$ cat src/rtl/mc_pkg.sv
// Shared encodings for the multi-cycle MIPS main control: states, opcodes,
// datapath mux selects and the control output bundle.
package mc_pkg;

    typedef enum logic [3:0] {
        S_FETCH  = 4'd0,
        S_DECODE = 4'd1,
        S_EXEC_R = 4'd2,
        S_WB_R   = 4'd3,
        S_EXEC_I = 4'd4,
        S_WB_I   = 4'd5,
        S_ADDR   = 4'd6,
        S_MEM_RD = 4'd7,
        S_WB_LW  = 4'd8,
        S_MEM_WR = 4'd9,
        S_BRANCH = 4'd10,
        S_JUMP   = 4'd11
    } state_e;

    localparam logic [5:0] OP_RTYPE = 6'b000000;
    localparam logic [5:0] OP_LW    = 6'b100011;
    localparam logic [5:0] OP_SW    = 6'b101011;
    localparam logic [5:0] OP_BEQ   = 6'b000100;
    localparam logic [5:0] OP_J     = 6'b000010;
    localparam logic [5:0] OP_ADDI  = 6'b001000;

    localparam logic [1:0] PC_SRC_SEQ    = 2'b00;
    localparam logic [1:0] PC_SRC_BRANCH = 2'b01;
    localparam logic [1:0] PC_SRC_JUMP   = 2'b10;

    localparam logic [1:0] ALUB_RT   = 2'b00;
    localparam logic [1:0] ALUB_FOUR = 2'b01;
    localparam logic [1:0] ALUB_IMM  = 2'b10;

    typedef struct packed {
        logic       pc_write;
        logic [1:0] pc_src;
        logic       ir_write;
        logic       iord;
        logic       mem_read;
        logic       mem_write;
        logic       reg_write;
        logic       reg_dst;
        logic       mem_to_reg;
        logic       alu_src_a;
        logic [1:0] alu_src_b;
        logic       alu_ctl_op;
        logic       retired;
    } ctl_t;

    function automatic logic op_supported(input logic [5:0] op);
        return (op == OP_RTYPE) || (op == OP_LW) || (op == OP_SW) ||
               (op == OP_BEQ) || (op == OP_J) || (op == OP_ADDI);
    endfunction

endpackage

$ cat src/rtl/mc_main_control_if.sv
// Control bus between the main control FSM and the datapath/memory.
// slave = controller side, master = datapath/memory side.
interface mc_main_control_if;
    logic [5:0] opcode;
    logic       regs_equal;
    logic       mem_ready;
    logic       pc_write;
    logic [1:0] pc_src;
    logic       ir_write;
    logic       iord;
    logic       mem_read;
    logic       mem_write;
    logic       reg_write;
    logic       reg_dst;
    logic       mem_to_reg;
    logic       alu_src_a;
    logic [1:0] alu_src_b;
    logic       alu_ctl_op;
    logic       retired;
    logic       illegal;

    modport slave (
        input  opcode, regs_equal, mem_ready,
        output pc_write, pc_src, ir_write, iord, mem_read, mem_write,
               reg_write, reg_dst, mem_to_reg, alu_src_a, alu_src_b,
               alu_ctl_op, retired, illegal
    );

    modport master (
        output opcode, regs_equal, mem_ready,
        input  pc_write, pc_src, ir_write, iord, mem_read, mem_write,
               reg_write, reg_dst, mem_to_reg, alu_src_a, alu_src_b,
               alu_ctl_op, retired, illegal
    );
endinterface

$ cat src/rtl/mc_ctl_decode.sv
// Purpose: combinational map from FSM state (+ mem_ready/regs_equal) to datapath enables.
// Latency: zero cycles. Backpressure: none; mem_ready only qualifies the request states.
module mc_ctl_decode
    import mc_pkg::*;
(
    input  state_e state_i,
    input  logic   mem_ready_i,
    input  logic   regs_equal_i,
    output ctl_t   ctl_o
);

    always_comb begin
        ctl_o = '0;
        case (state_i)
            S_FETCH: begin
                ctl_o.mem_read   = 1'b1;
                ctl_o.alu_src_b  = ALUB_FOUR;
                ctl_o.alu_ctl_op = 1'b1;
                ctl_o.ir_write   = mem_ready_i;
                ctl_o.pc_write   = mem_ready_i;
                ctl_o.pc_src     = PC_SRC_SEQ;
            end
            S_EXEC_R: begin
                ctl_o.alu_src_a  = 1'b1;
                ctl_o.alu_src_b  = ALUB_RT;
            end
            S_WB_R: begin
                ctl_o.reg_write  = 1'b1;
                ctl_o.reg_dst    = 1'b1;
                ctl_o.retired    = 1'b1;
            end
            S_EXEC_I, S_ADDR: begin
                ctl_o.alu_src_a  = 1'b1;
                ctl_o.alu_src_b  = ALUB_IMM;
                ctl_o.alu_ctl_op = 1'b1;
            end
            S_WB_I: begin
                ctl_o.reg_write  = 1'b1;
                ctl_o.retired    = 1'b1;
            end
            S_MEM_RD: begin
                ctl_o.mem_read   = 1'b1;
                ctl_o.iord       = 1'b1;
            end
            S_WB_LW: begin
                ctl_o.reg_write  = 1'b1;
                ctl_o.mem_to_reg = 1'b1;
                ctl_o.retired    = 1'b1;
            end
            S_MEM_WR: begin
                // a store retires in the cycle memory accepts it
                ctl_o.mem_write  = 1'b1;
                ctl_o.iord       = 1'b1;
                ctl_o.retired    = mem_ready_i;
            end
            S_BRANCH: begin
                ctl_o.pc_src     = PC_SRC_BRANCH;
                ctl_o.pc_write   = regs_equal_i;
                ctl_o.retired    = 1'b1;
            end
            S_JUMP: begin
                ctl_o.pc_write   = 1'b1;
                ctl_o.pc_src     = PC_SRC_JUMP;
                ctl_o.retired    = 1'b1;
            end
            default: ctl_o = '0;
        endcase
    end

endmodule

$ cat src/rtl/mc_main_control.sv
// Purpose: multi-cycle MIPS main control FSM (fetch/decode/exec/mem/wb sequencing).
// Latency: outputs combinational from state; 2..5 cycles per instruction plus memory waits.
// Backpressure: FETCH/MEM_RD/MEM_WR hold their request until mem_ready; no timeout.
module mc_main_control
    import mc_pkg::*;
(
    input  logic               clk,
    input  logic               rst,
    mc_main_control_if.slave   bus
);

    state_e state_q, state_d;
    ctl_t   ctl;
    ctl_t   ctl_out;
    logic   illegal;

    mc_ctl_decode u_decode (
        .state_i      (state_q),
        .mem_ready_i  (bus.mem_ready),
        .regs_equal_i (bus.regs_equal),
        .ctl_o        (ctl)
    );

    always_ff @(posedge clk) begin
        if (rst) state_q <= S_FETCH;
        else     state_q <= state_d;
    end

    always_comb begin
        state_d = state_q;
        case (state_q)
            S_FETCH:  if (bus.mem_ready) state_d = S_DECODE;
            S_DECODE: begin
                case (bus.opcode)
                    OP_RTYPE:     state_d = S_EXEC_R;
                    OP_LW, OP_SW: state_d = S_ADDR;
                    OP_BEQ:       state_d = S_BRANCH;
                    OP_J:         state_d = S_JUMP;
                    OP_ADDI:      state_d = S_EXEC_I;
                    default:      state_d = S_FETCH;
                endcase
            end
            S_EXEC_R: state_d = S_WB_R;
            S_EXEC_I: state_d = S_WB_I;
            // the IR is stable here, so opcode only picks load vs store
            S_ADDR:   state_d = (bus.opcode == OP_SW) ? S_MEM_WR : S_MEM_RD;
            S_MEM_RD: if (bus.mem_ready) state_d = S_WB_LW;
            S_MEM_WR: if (bus.mem_ready) state_d = S_FETCH;
            default:  state_d = S_FETCH;
        endcase
    end

    always_comb begin
        ctl_out = rst ? '0 : ctl;
        illegal = !rst && (state_q == S_DECODE) && !op_supported(bus.opcode);
    end

    assign bus.pc_write   = ctl_out.pc_write;
    assign bus.pc_src     = ctl_out.pc_src;
    assign bus.ir_write   = ctl_out.ir_write;
    assign bus.iord       = ctl_out.iord;
    assign bus.mem_read   = ctl_out.mem_read;
    assign bus.mem_write  = ctl_out.mem_write;
    assign bus.reg_write  = ctl_out.reg_write;
    assign bus.reg_dst    = ctl_out.reg_dst;
    assign bus.mem_to_reg = ctl_out.mem_to_reg;
    assign bus.alu_src_a  = ctl_out.alu_src_a;
    assign bus.alu_src_b  = ctl_out.alu_src_b;
    assign bus.alu_ctl_op = ctl_out.alu_ctl_op;
    assign bus.retired    = ctl_out.retired;
    assign bus.illegal    = illegal;

endmodule

$ cat src/flat_wrapper.sv
// flat-port wrapper written by rule: the top's interface ports become plain ports
module mc_main_control_flat import mc_pkg::*;
  (clk, rst, bus_opcode, bus_regs_equal, bus_mem_ready, bus_pc_write, bus_pc_src, bus_ir_write, bus_iord, bus_mem_read, bus_mem_write, bus_reg_write, bus_reg_dst, bus_mem_to_reg, bus_alu_src_a, bus_alu_src_b, bus_alu_ctl_op, bus_retired, bus_illegal);
  mc_main_control_if bus_i ();
  input  logic clk;
  input  logic rst;
  input wire logic [$bits(bus_i.opcode)-1:0] bus_opcode;
  input wire logic [$bits(bus_i.regs_equal)-1:0] bus_regs_equal;
  input wire logic [$bits(bus_i.mem_ready)-1:0] bus_mem_ready;
  output wire logic [$bits(bus_i.pc_write)-1:0] bus_pc_write;
  output wire logic [$bits(bus_i.pc_src)-1:0] bus_pc_src;
  output wire logic [$bits(bus_i.ir_write)-1:0] bus_ir_write;
  output wire logic [$bits(bus_i.iord)-1:0] bus_iord;
  output wire logic [$bits(bus_i.mem_read)-1:0] bus_mem_read;
  output wire logic [$bits(bus_i.mem_write)-1:0] bus_mem_write;
  output wire logic [$bits(bus_i.reg_write)-1:0] bus_reg_write;
  output wire logic [$bits(bus_i.reg_dst)-1:0] bus_reg_dst;
  output wire logic [$bits(bus_i.mem_to_reg)-1:0] bus_mem_to_reg;
  output wire logic [$bits(bus_i.alu_src_a)-1:0] bus_alu_src_a;
  output wire logic [$bits(bus_i.alu_src_b)-1:0] bus_alu_src_b;
  output wire logic [$bits(bus_i.alu_ctl_op)-1:0] bus_alu_ctl_op;
  output wire logic [$bits(bus_i.retired)-1:0] bus_retired;
  output wire logic [$bits(bus_i.illegal)-1:0] bus_illegal;
  assign bus_i.opcode = bus_opcode;
  assign bus_i.regs_equal = bus_regs_equal;
  assign bus_i.mem_ready = bus_mem_ready;
  assign bus_pc_write = bus_i.pc_write;
  assign bus_pc_src = bus_i.pc_src;
  assign bus_ir_write = bus_i.ir_write;
  assign bus_iord = bus_i.iord;
  assign bus_mem_read = bus_i.mem_read;
  assign bus_mem_write = bus_i.mem_write;
  assign bus_reg_write = bus_i.reg_write;
  assign bus_reg_dst = bus_i.reg_dst;
  assign bus_mem_to_reg = bus_i.mem_to_reg;
  assign bus_alu_src_a = bus_i.alu_src_a;
  assign bus_alu_src_b = bus_i.alu_src_b;
  assign bus_alu_ctl_op = bus_i.alu_ctl_op;
  assign bus_retired = bus_i.retired;
  assign bus_illegal = bus_i.illegal;
  mc_main_control u_core (.clk(clk), .rst(rst), .bus(bus_i));
endmodule
$ cat config.mk
export PLATFORM = sky130hd
export DESIGN_NAME = mc_main_control_flat
export DESIGN_NICKNAME = d
export VERILOG_FILES = /design/src/rtl/mc_pkg.sv /design/src/rtl/mc_main_control_if.sv /design/src/rtl/mc_ctl_decode.sv /design/src/rtl/mc_main_control.sv /design/src/flat_wrapper.sv
export SDC_FILE = /design/constraint.sdc
export NUM_CORES = 1
export LEC_CHECK = 0
export ABC_CLOCK_PERIOD_IN_PS = 3100
export BUFFER_PORTS_ARGS = -buffer_cell sky130_fd_sc_hd__buf_2
export CORE_AREA = 2 2 39 41
export CTS_CLUSTER_SIZE = 16
export DETAILED_ROUTE_END_ITERATION = 7
export DIE_AREA = 0 0 41 43
export MAX_ROUTING_LAYER = met4
export PLACE_DENSITY = 0.74
export SYNTH_ARGS = -nofsm -noshare
export SYNTH_HDL_FRONTEND = slang
export SYNTH_SLANG_ARGS = --single-unit
$ cat constraint.sdc
create_clock -name clk -period 3.1 [get_ports clk]
set_input_delay 0.155 -clock clk [delete_from_list [all_inputs] [get_ports clk]]
set_output_delay 0.155 -clock clk [all_outputs]
set_load 0.02 [all_outputs]
==> reports/metrics.cfg, run 1 <==
[die]
core_um2=1380
start_util_pct=40.9
std_cell_rows=14
die_h_um=43
pin_count=26
dieArea_um2=1760
fp.dieW_um=41

[detailed_routing]
ant_nets=0
post_drt_wl_per_cell_um=12.5
drt-initial-drc-count=17
drcViolationCount=0
viasPerCell=5.73
wl_um=1520
vias=693
drt-pass1-iter-count=4

[logic_synthesis]
synth.avg_cell_area_um2=6.98
yosys.area.top_type_share_pct=14.2
netlist_top_cells_area=dfxtp_1 (14%), nor2_1 (10%), clkbuf_8 (4.9%), nand2_1 (4.6%), a21oi_1 (4.4%)
ys.flop_type=dfxtp_1
ys_ff_latch=4
synth_cell_types=38
yosys.area.top_type=dfxtp_1
synth_async_sr_flop_share_pct=0
netlist_area_um2=566
synth_edf_count=0
ys_seq_area_share_pct=14.2
syn_inst=81
yosys_warnings=0
synthesis.nets=91

[clock_tree]
htree_levels=1
cts_tree=done
holdBufCountCts=0
post_cts_buffers=0
cts_root_buf=clkbuf_4
cts_resized=0
clk_pin_slew_ns=0.03
cts.sink_count=4
clkLatencyLatePin_ns=0.23
cts_buffers=3
cts_max_path_buffers=2

[timing]
drv_slew=0
relSlewSlack_pct=64.1
finalCritPeriodShare_pct=62.9
worstMarginPinSlew_ns=0.538
rsz0062_at_grt=no
worst_slack_ns=1.15
setup_tns_ns=0
period_needed_ns=1.95
hold_viol_final=0
fin_skew_ns=0.000991
fmax_ghz=0.513
setup_viol_count_final=0

[grt]
grt-ovfl-total=0
grt_max_degree=18
grt_pass1_wl_um=2310
grt_use_total_pct=18.9
grt_pass1_vias=575
antenna_found_initial=0

[worst_setup_path]
worstReg2RegStart=u_core.state_q[2]$_SDFFE_PP0P_
cp.arrival_ns=1.80
regToRegEndpoint=u_core.state_q[3]$_SDFFE_PP0P_
timing.critical_path.to_type=output port
cp.required_ns=2.94
crit_path_max_incr_delay_ns=0.46
crit_chain=nor2_1 > nand2_1 > or3_1 > nor3b_1 > buf_2
setup.worst_path.class=flop to output port
startpoint_type=flop
cp_max_fo=15
rrSetupSlack_ns=1.59
critical_path.top_delay_family=simple AND/OR/NAND/NOR gates
rr_worst_depth=4
critPathSlowestCell=dfxtp_1
crit_buf_inv=1

[cells_and_area]
mostFrequentLayoutCell=buf_2
top_register=u_core.state_q
fin_nets=117
mostFrequentLayoutCells=buf_2 (25), nor2_1 (15), nand2_1 (7), a21oi_1 (5)
area_delta_synth_final_pct=22.1
largest_register_ffs=4
drive_above_1_share_pct=36.2
antenna-diode-count=0
reg_top3=u_core.state_q (4)

[pwr]
p_leak_uw=0.000320
powerDensity_nw_per_um2=261
ir_worst_vdd_mv=0.230

[hold_path]
hp-start=bus_opcode[4]
holdPathEnd=u_core.state_q[1]$_SDFFE_PP0P_
hold_class=primary input to flop
whs_path_depth=2

[placement]
dp_hpwl_um=1160
dp_worst_setup_slack_ns=1.41
gp_congestion=0.829
portBuffers=25

[job]
drv_cap=0

[status]
outcome=finished clean

## kinds of logic after synthesis
family	share of synthesized area, %
and+or+nand+nor	47.4
AOI/OAI and AO/OA	25.9
buffers and inverters	9.51
DFF	14.2
xor gates and xnor gates	3.10
## how the worst max path moves through the flow
stage | to | start | cells after the start
6_report | bus_illegal | u_core.state_q[2]$_SDFFE_PP0P_ | 5
3_5_place_dp | bus_illegal | u_core.state_q[2]$_SDFFE_PP0P_ | 5
3_3_place_gp | bus_retired | u_core.state_q[0]$_SDFFE_PP0P_ | 4
2_1_floorplan | bus_illegal | u_core.state_q[2]$_SDFFE_PP0P_ | 4
5_1_grt | bus_illegal | u_core.state_q[0]$_SDFFE_PP0P_ | 4
4_1_cts | bus_illegal | u_core.state_q[0]$_SDFFE_PP0P_ | 4
## report_power, final
part / total, uW / switching, uW / internal [uW]
Clock: 62.5 / 19.3 / 43.2
Combinational: 57.9 / 33.7 / 24.3
Sequential: 59.8 / 6.45 / 53.4
Total: 180 / 59.4 / 121
## per-layer routing
layer	track usage, %	wire length (um)	share of wire [%]
met2	29.7	781	51
met1	23.5	654	43
met5	-	0	0
met3	6.28	82	5.4
met4	2.67	0	0
## cells in the mapped netlist (2+ instances only)
cell type,instances
a21boi_0,2
a21oi_1,5
a31oi_1,2
clkbuf_8,2
dfxtp_1,4
inv_1,3
nand2_1,7
nand3_1,2
nor2_1,15
nor3_1,4
nor4_1,3
o21ai_0,3
or3_2,2
or3_4,2
xor2_1,2
## per-stage QoR
stage / util [%] / total power [uW] / cell area (um^2) / std cells / hold WS [ns]
2_1_floorplan: - / 97.2 / 566 / 81 / 0.272
3_3_place_gp: 48.3 / 117 / 668 / 118 / 0.411
3_5_place_dp: 48.3 / 118 / 668 / 118 / 0.419
4_1_cts: 49.9 / 183 / 691 / 121 / 0.181
5_1_grt: 49.9 / 193 / 691 / 121 / 0.183
6_report: 49.9 / 180 / 691 / 121 / 0.191
## area by class of cell
type,count,area [um^2]
Timing Repair Buffer,25,125
Fill cell,152,693
Multi-Input combinational cell,70,432
Sequential cell,4,80.1
Inverter,3,11.3
Tap cell,16,20.0
Clock buffer,3,22.5
No activity file was read; power rests on OpenSTA's default activity.
==> run 2: changes to the inputs <==
Settings changed: ABC_CLOCK_PERIOD_IN_PS 3100 to 1700, CORE_AREA 2 2 39 41 to unset, CORE_MARGIN set to 2, CORE_UTILIZATION set to 40, DIE_AREA 0 0 41 43 to unset, PLACE_DENSITY 0.74 to 0.73.
Clock period 3.1 ns to 1.7 ns, I/O delays scaled along.
==> run 2 against run 1 <==
  * Utilization up 5.2 points
  * Clock power grew 100%
  * Wire length up 6.5%
  * Global-route usage rose by 0.16 points
  * Clock-buffer cell count stayed put
  * Register-to-register slack got worse by 1.3 ns
  * Die area decreased by 1.8%
  * Total power rose by 95%
  * Setup slack worse by 1.1 ns
  * Sequential cell count stayed put
  * Cell count rose by 0.83%
  * Combinational power rose by 110%
  * Largest cell class unchanged
  * Highest routed layer is now met4
==> reports/metrics.cfg, run 2 (synthesis results as in run 1) <==
[grt]
grt_max_degree=18  ; unchanged
grt_pass1_vias=596  ; +3.7%
grt-ovfl-total=0  ; unchanged
grt_use_total_pct=19.1  ; +0.16 points
antenna_found_initial=0  ; unchanged
grt_pass1_wl_um=2500  ; +8.0%

[worst_setup_path]
setup.worst_path.class=flop to output port
cp_max_fo=8  ; -7
timing.critical_path.to_type=output port
startpoint_type=flop
cp.arrival_ns=1.56  ; -0.24 ns
rrSetupSlack_ns=0.29  ; -1.30 ns
cp.required_ns=1.62  ; -1.32 ns

[hold_path]
hold_class=primary input to flop

[pwr]
powerDensity_nw_per_um2=484  ; +85%
p_leak_uw=0.000339  ; +5.8%
ir_worst_vdd_mv=0.357  ; +55%

[detailed_routing]
drcViolationCount=0  ; unchanged
viasPerCell=5.70  ; -0.39%
drt-initial-drc-count=26  ; +9
ant_nets=0  ; unchanged
wl_um=1620  ; +6.5%
vias=696  ; +0.43%
drt-pass1-iter-count=4  ; unchanged
post_drt_wl_per_cell_um=13.2  ; +5.6%

[placement]
dpl-instance-area_um2=682  ; +2.1%
portBuffers=25  ; unchanged
dp_hpwl_um=1220  ; +5.1%
gp_congestion=0.895  ; +8.0%

[cells_and_area]
fillers=149  ; -2.0%
largest_register_ffs=4  ; unchanged
post-route-cell-area_um2=726  ; +5.1%
mostFrequentLayoutCells=buf_2 (25), nor2_1 (14), nand2_1 (7), a21oi_1 (5), nor3_1 (4)
drive_above_1_share_pct=43.0  ; +6.8 points
reg_top3=u_core.state_q (4)
mostFrequentLayoutCell=buf_2
area_delta_synth_final_pct=28.3
fin_nets=119  ; +1.7%
top_register=u_core.state_q
antenna-diode-count=0  ; unchanged

[die]
dieArea_um2=1730  ; -1.8%
std_cell_rows=13  ; -1
die_h_um=41.6  ; -3.3%
fp.dieW_um=41.6  ; +1.5%
core_um2=1320  ; -4.8%
start_util_pct=42.9  ; +2.1 points
pin_count=26  ; unchanged

[clock_tree]
cts_root_buf=clkbuf_4
holdBufCountCts=0  ; unchanged
clkLatencyLatePin_ns=0.25  ; +0.02 ns
cts_tree=done
post_cts_buffers=0  ; unchanged
clk_pin_slew_ns=0.05  ; +0.02 ns
cts_buffers=3  ; unchanged
cts_max_path_buffers=2  ; unchanged
cts.sink_count=4  ; unchanged
htree_levels=1  ; unchanged

[timing]
setup_viol_count_final=0  ; unchanged
fin_skew_ns=0.0115  ; +0.0106 ns
drv_slew=0  ; unchanged
worstMarginPinSlew_ns=0.360  ; -0.178 ns
hold_viol_final=0  ; unchanged
fin_hold_ws_ns=0.0785  ; -0.112 ns
fmax_ghz=0.609
setup_tns_ns=0  ; unchanged
finalCritPeriodShare_pct=96.6
relSlewSlack_pct=75.8  ; +12 points
period_needed_ns=1.64

[status]
outcome=finished clean

[job]
drv_cap=0  ; unchanged

-- run 2: changes by cell type in the layout (fill, tap and decap cells not counted) --
cell	delta
nor2_4	+1
or3_4	+1
nor2_1	-1
dfxtp_2	+3
buf_4	+2
o21ai_0	-1
o21ai_1	+1
dfxtp_1	-3
or3_1	-1
nor3b_1	-1
nor3b_2	+1
-- run 2: layout make-up --
| type | count | area, um^2 | area share (%) |
|---|---|---|---|
| Clock buffer | 3 | 22.5 | 3.10 |
| Tap cell | 15 | 18.8 | 2.59 |
| Inverter | 3 | 11.3 | 1.55 |
| Sequential cell | 4 | 83.8 | 11.6 |
| Timing Repair Buffer | 27 | 140 | 19.3 |
| Multi-Input combinational cell | 70 | 449 | 61.9 |
-- run 2: layer usage --
metal	GRT usage, %	wire [um]
met1	22.0	709
met2	31.6	794
met3	4.78	98
met4	7.74	14
met5	-	0
-- run 2: timing repair --
action,CTS,global route
endpoints found under the setup margin,2,4
gates resized for setup,4,4
gates cloned,0,0
-- run 2: critical path, cell delays in order, from the launching register on --
cell and delay [ns]:
dfxtp_2 0.36, nor2_4 0.13, nand2_1 0.08, or3_4 0.37
nor3b_2 0.18, buf_2 0.18
-- run 2: final timing paths --
path                                        from                        endpoint  cells past startpoint
hold / removal                     bus_opcode[4]  u_core.state_q[1]$_SDFFE_PP0P_                      2
setup reg to reg  u_core.state_q[2]$_SDFFE_PP0P_  u_core.state_q[0]$_SDFFE_PP0P_                      4
hold reg to reg   u_core.state_q[1]$_SDFFE_PP0P_  u_core.state_q[1]$_SDFFE_PP0P_                      2
setup / recovery  u_core.state_q[2]$_SDFFE_PP0P_                     bus_illegal                      5
-- run 2: where the power goes --
group	leakage [uW]	internal [uW]	switching [uW]	total, uW
combinational	0.000291	49.4	72.2	122
sequential	0.0000340	97.4	5.32	103
clock	0.0000138	79.5	47.3	127
total	0.000339	226	125	351
-- run 2: stage by stage --
stage / util [%] / std cells / setup WS, ns / power, uW
after floorplan: - / 81 / 0.170 / 177
final: 55.1 / 122 / 0.0585 / 351
after global routing: 55.1 / 122 / -0.00407 / 367
after CTS: 54.2 / 122 / 0.0349 / 344
after global placement: 51.8 / 119 / 0.255 / 218
after detailed placement: 51.8 / 119 / 0.194 / 221
==> run 3: changes to the inputs <==
Settings changed: ABC_AREA set to 1, SLEW_MARGIN set to 5.
==> run 3 against run 2 <==
  * Wire length is 17% lower
  * Clock-buffer cell count stayed put
  * First-iteration DRC count is 7.7% lower
  * Global-route usage is 0.61 points higher
  * Area after synthesis is 3.5% lower
  * Synthesized cell count is 27% higher
  * Final area is 3.4% lower
  * Total power is 5.4% lower
  * Via count is 2.0% higher
  * Cell count is 17% higher
  * Combinational power is 7% lower
  * Largest power group is now combinational logic
==> reports/metrics.cfg, run 3 <==
[status]
outcome=finished clean

[logic_synthesis]
netlist_top_cells_area=nand2_1 (15%), dfxtp_1 (15%), nor2_1 (13%), nand3_1 (12%), inv_1 (7.6%)
ys.flop_type=dfxtp_1
synth_compound_area_share_pct=16.5  ; -9.4 points
ys_ff_latch=4  ; unchanged
synth_common_cells=nand2_1 (22), nor2_1 (19), nand3_1 (13), inv_1 (11), a21oi_1 (7)
synth.avg_cell_area_um2=5.30  ; -24%
ys_seq_area_share_pct=14.7  ; +0.52 points
synth_async_sr_flop_share_pct=0  ; unchanged
synth_cell_types=19  ; -50%
synth_edf_count=0  ; unchanged
yosys_warnings=0  ; unchanged
synthesis.nets=113  ; +24%
yosys.area.top_type_share_pct=15.1  ; +0.98 points
synthXorXnorAreaFrac_pct=0  ; -3.1 points
synth_top_family_by_area=simple AND/OR/NAND/NOR gates
synth_most_common_cell=nand2_1
netlist_area_um2=546  ; -3.5%
synth-simple-area-share_pct=55.7  ; +8.4 points
yosys.area.top_type=nand2_1
muxShareOfSynthArea_pct=0  ; unchanged
syn_inst=103  ; +27%
synth_fa_ha_area_share_pct=0  ; unchanged

[clock_tree]
clk_pin_slew_ns=0.04  ; about the same
clkLatencyLatePin_ns=0.23  ; -0.02 ns
cts_root_buf=clkbuf_4
cts.sink_count=4  ; unchanged
cts_buffers=3  ; unchanged
cts_max_path_buffers=2  ; unchanged
cts_tree=done
htree_levels=1  ; unchanged

[detailed_routing]
vias=710  ; +2.0%
wl_um=1340  ; -17%
post_drt_wl_per_cell_um=9.39  ; -29%
drt-pass1-iter-count=4  ; unchanged
ant_nets=0  ; unchanged
viasPerCell=4.97  ; -13%
drt-initial-drc-count=24  ; -7.7%
drcViolationCount=0  ; unchanged

[worst_setup_path]
cp_max_fo=5  ; -3
critical_path.top_delay_family=flip-flops
setup.worst_path.class=flop to output port
worstReg2RegStart=u_core.state_q[3]$_SDFFE_PP0P_
cp.required_ns=1.62  ; about the same
crit_start=u_core.state_q[2]$_SDFFE_PP0P_
crit_path_max_incr_delay_ns=0.45  ; +0.08 ns
startpoint_type=flop
timing.critical_path.to_type=output port
critPathSlowestCell=dfxtp_1
crit_buf_inv=2  ; +1
cp.arrival_ns=1.43  ; -0.13 ns
crit_chain=inv_2 > nand2_2 > nor2_1 > a211oi_1 > a21oi_1 > buf_2

[cells_and_area]
mostFrequentLayoutCell=buf_2
largest_register_ffs=4  ; unchanged
final_core_utilization_pct=54.5  ; -0.55 points
multi_input_area_um2=395  ; -12%
fin_nets=140  ; +18%
area_delta_synth_final_pct=28.4  ; about the same
drive_above_1_share_pct=32.0  ; -11 points
fillers=144  ; -3.4%
top_register=u_core.state_q
final_cells=143  ; +17%
reg_top3=u_core.state_q (4)
mostFrequentLayoutCells=buf_2 (25), nand2_1 (22), nor2_1 (19), nand3_1 (13), inv_1 (11)
antenna-diode-count=0  ; unchanged
regArea_um2=82.6  ; -1.5%

[die]
core_um2=1280  ; -2.5%
die_h_um=40.9  ; -1.6%
start_util_pct=42.5  ; -0.47 points
pin_count=26  ; unchanged
fp.dieW_um=40.9  ; -1.6%
std_cell_rows=13  ; unchanged
dieArea_um2=1680  ; -3.2%

[grt]
grt_pass1_wl_um=2170  ; -13%
grt_pass1_vias=533  ; -11%
antenna_found_initial=0  ; unchanged
grt_max_degree=18  ; unchanged
grt_use_total_pct=19.7  ; +0.61 points
grt-ovfl-total=0  ; unchanged

[timing]
hold_viol_final=0  ; unchanged
worst_slack_ns=0.188  ; +0.130 ns
fin_hold_ws_ns=0.202  ; +0.123 ns
finalCritPeriodShare_pct=88.9  ; -7.6 points
fin_skew_ns=0.00179  ; -0.00975 ns
drv_slew=0  ; unchanged
rsz0062_at_grt=no
fmax_ghz=0.661  ; +8.6%
setup_tns_ns=0  ; unchanged
relSlewSlack_pct=79.6  ; +3.8 points
worstMarginPinSlew_ns=0.305  ; -0.0548 ns
setup_viol_count_final=0  ; unchanged
period_needed_ns=1.51  ; -0.130 ns

[pwr]
powerDensity_nw_per_um2=474  ; -2.0%
p_leak_uw=0.000400  ; +18%
ir_worst_vdd_mv=0.237  ; -34%

[placement]
portBuffers=25  ; unchanged
place_inst=140  ; +18%
gp_congestion=0.863  ; -3.6%
dp_hpwl_um=1120  ; -8.0%
dp_worst_setup_slack_ns=0.373  ; +0.179 ns

[hold_path]
hp-start=rst
hold_class=primary input to flop

[job]
drv_cap=0  ; unchanged

## run 3: changes by cell type after synthesis, moves of 3 or more
cell	change
nand2_1	+15
nand3_1	+11
inv_1	+8
inv_2	+4
nor2_1	+4
nand2_2	+3
nor4_1	-3
## run 3: per-layer routing
metal / global-route usage (%) / share of wire, % / vias to the layer above
met3: 3.26 / 3.4 / 0
met2: 30.9 / 48 / 12
met4: 5.00 / 0 / 0
met5: - / 0 / -
li1: - / - / 393
met1: 26.1 / 49 / 305
## run 3: layout make-up
cell class,instances,share of cell area [%]
clock buffer,3,3.21
tap,15,2.68
timing repair buffer,25,17.9
sequential,4,11.8
inverter,15,8.04
multi-input combinational,81,56.4
## run 3: cells by family (layout without fill, tap and decap cells)
group                  after synthesis  count (layout)
buffers and inverters               18              43
and+or+nand+nor                     66              66
AOI/OAI and AO/OA                   15              15
DFF                                  4               4
## run 3: repair_timing
action / CTS / global route
setup buffers: 0 / 0
resized for setup: 0 / 2
hold buffers: 0 / 0
setup endpoints to repair: 0 / 2
## run 3: where the power goes
part	leakage, uW	internal (uW)	total, uW	switching, uW
combinational	0.000352	38.6	113	73.9
clock	0.0000138	78.6	113	34.0
sequential	0.0000333	98.9	107	8.07
## run 3: stage by stage
step	area, um^2	power, uW
after floorplan	547	189
after global placement	676	219
after detailed placement	676	219
after CTS	698	338
after global routing	701	366
final	701	332
## run 3: worst paths after layout
path / depth (start not counted) / endpoint / slack [ns]
hold / removal: 2 / u_core.state_q[0]$_SDFFE_PP0P_ / 0.20
hold reg to reg: 2 / u_core.state_q[0]$_SDFFE_PP0P_ / 0.56
setup reg to reg: 7 / u_core.state_q[0]$_SDFFE_PP0P_ / 0.52
setup / recovery: 6 / bus_retired / 0.19
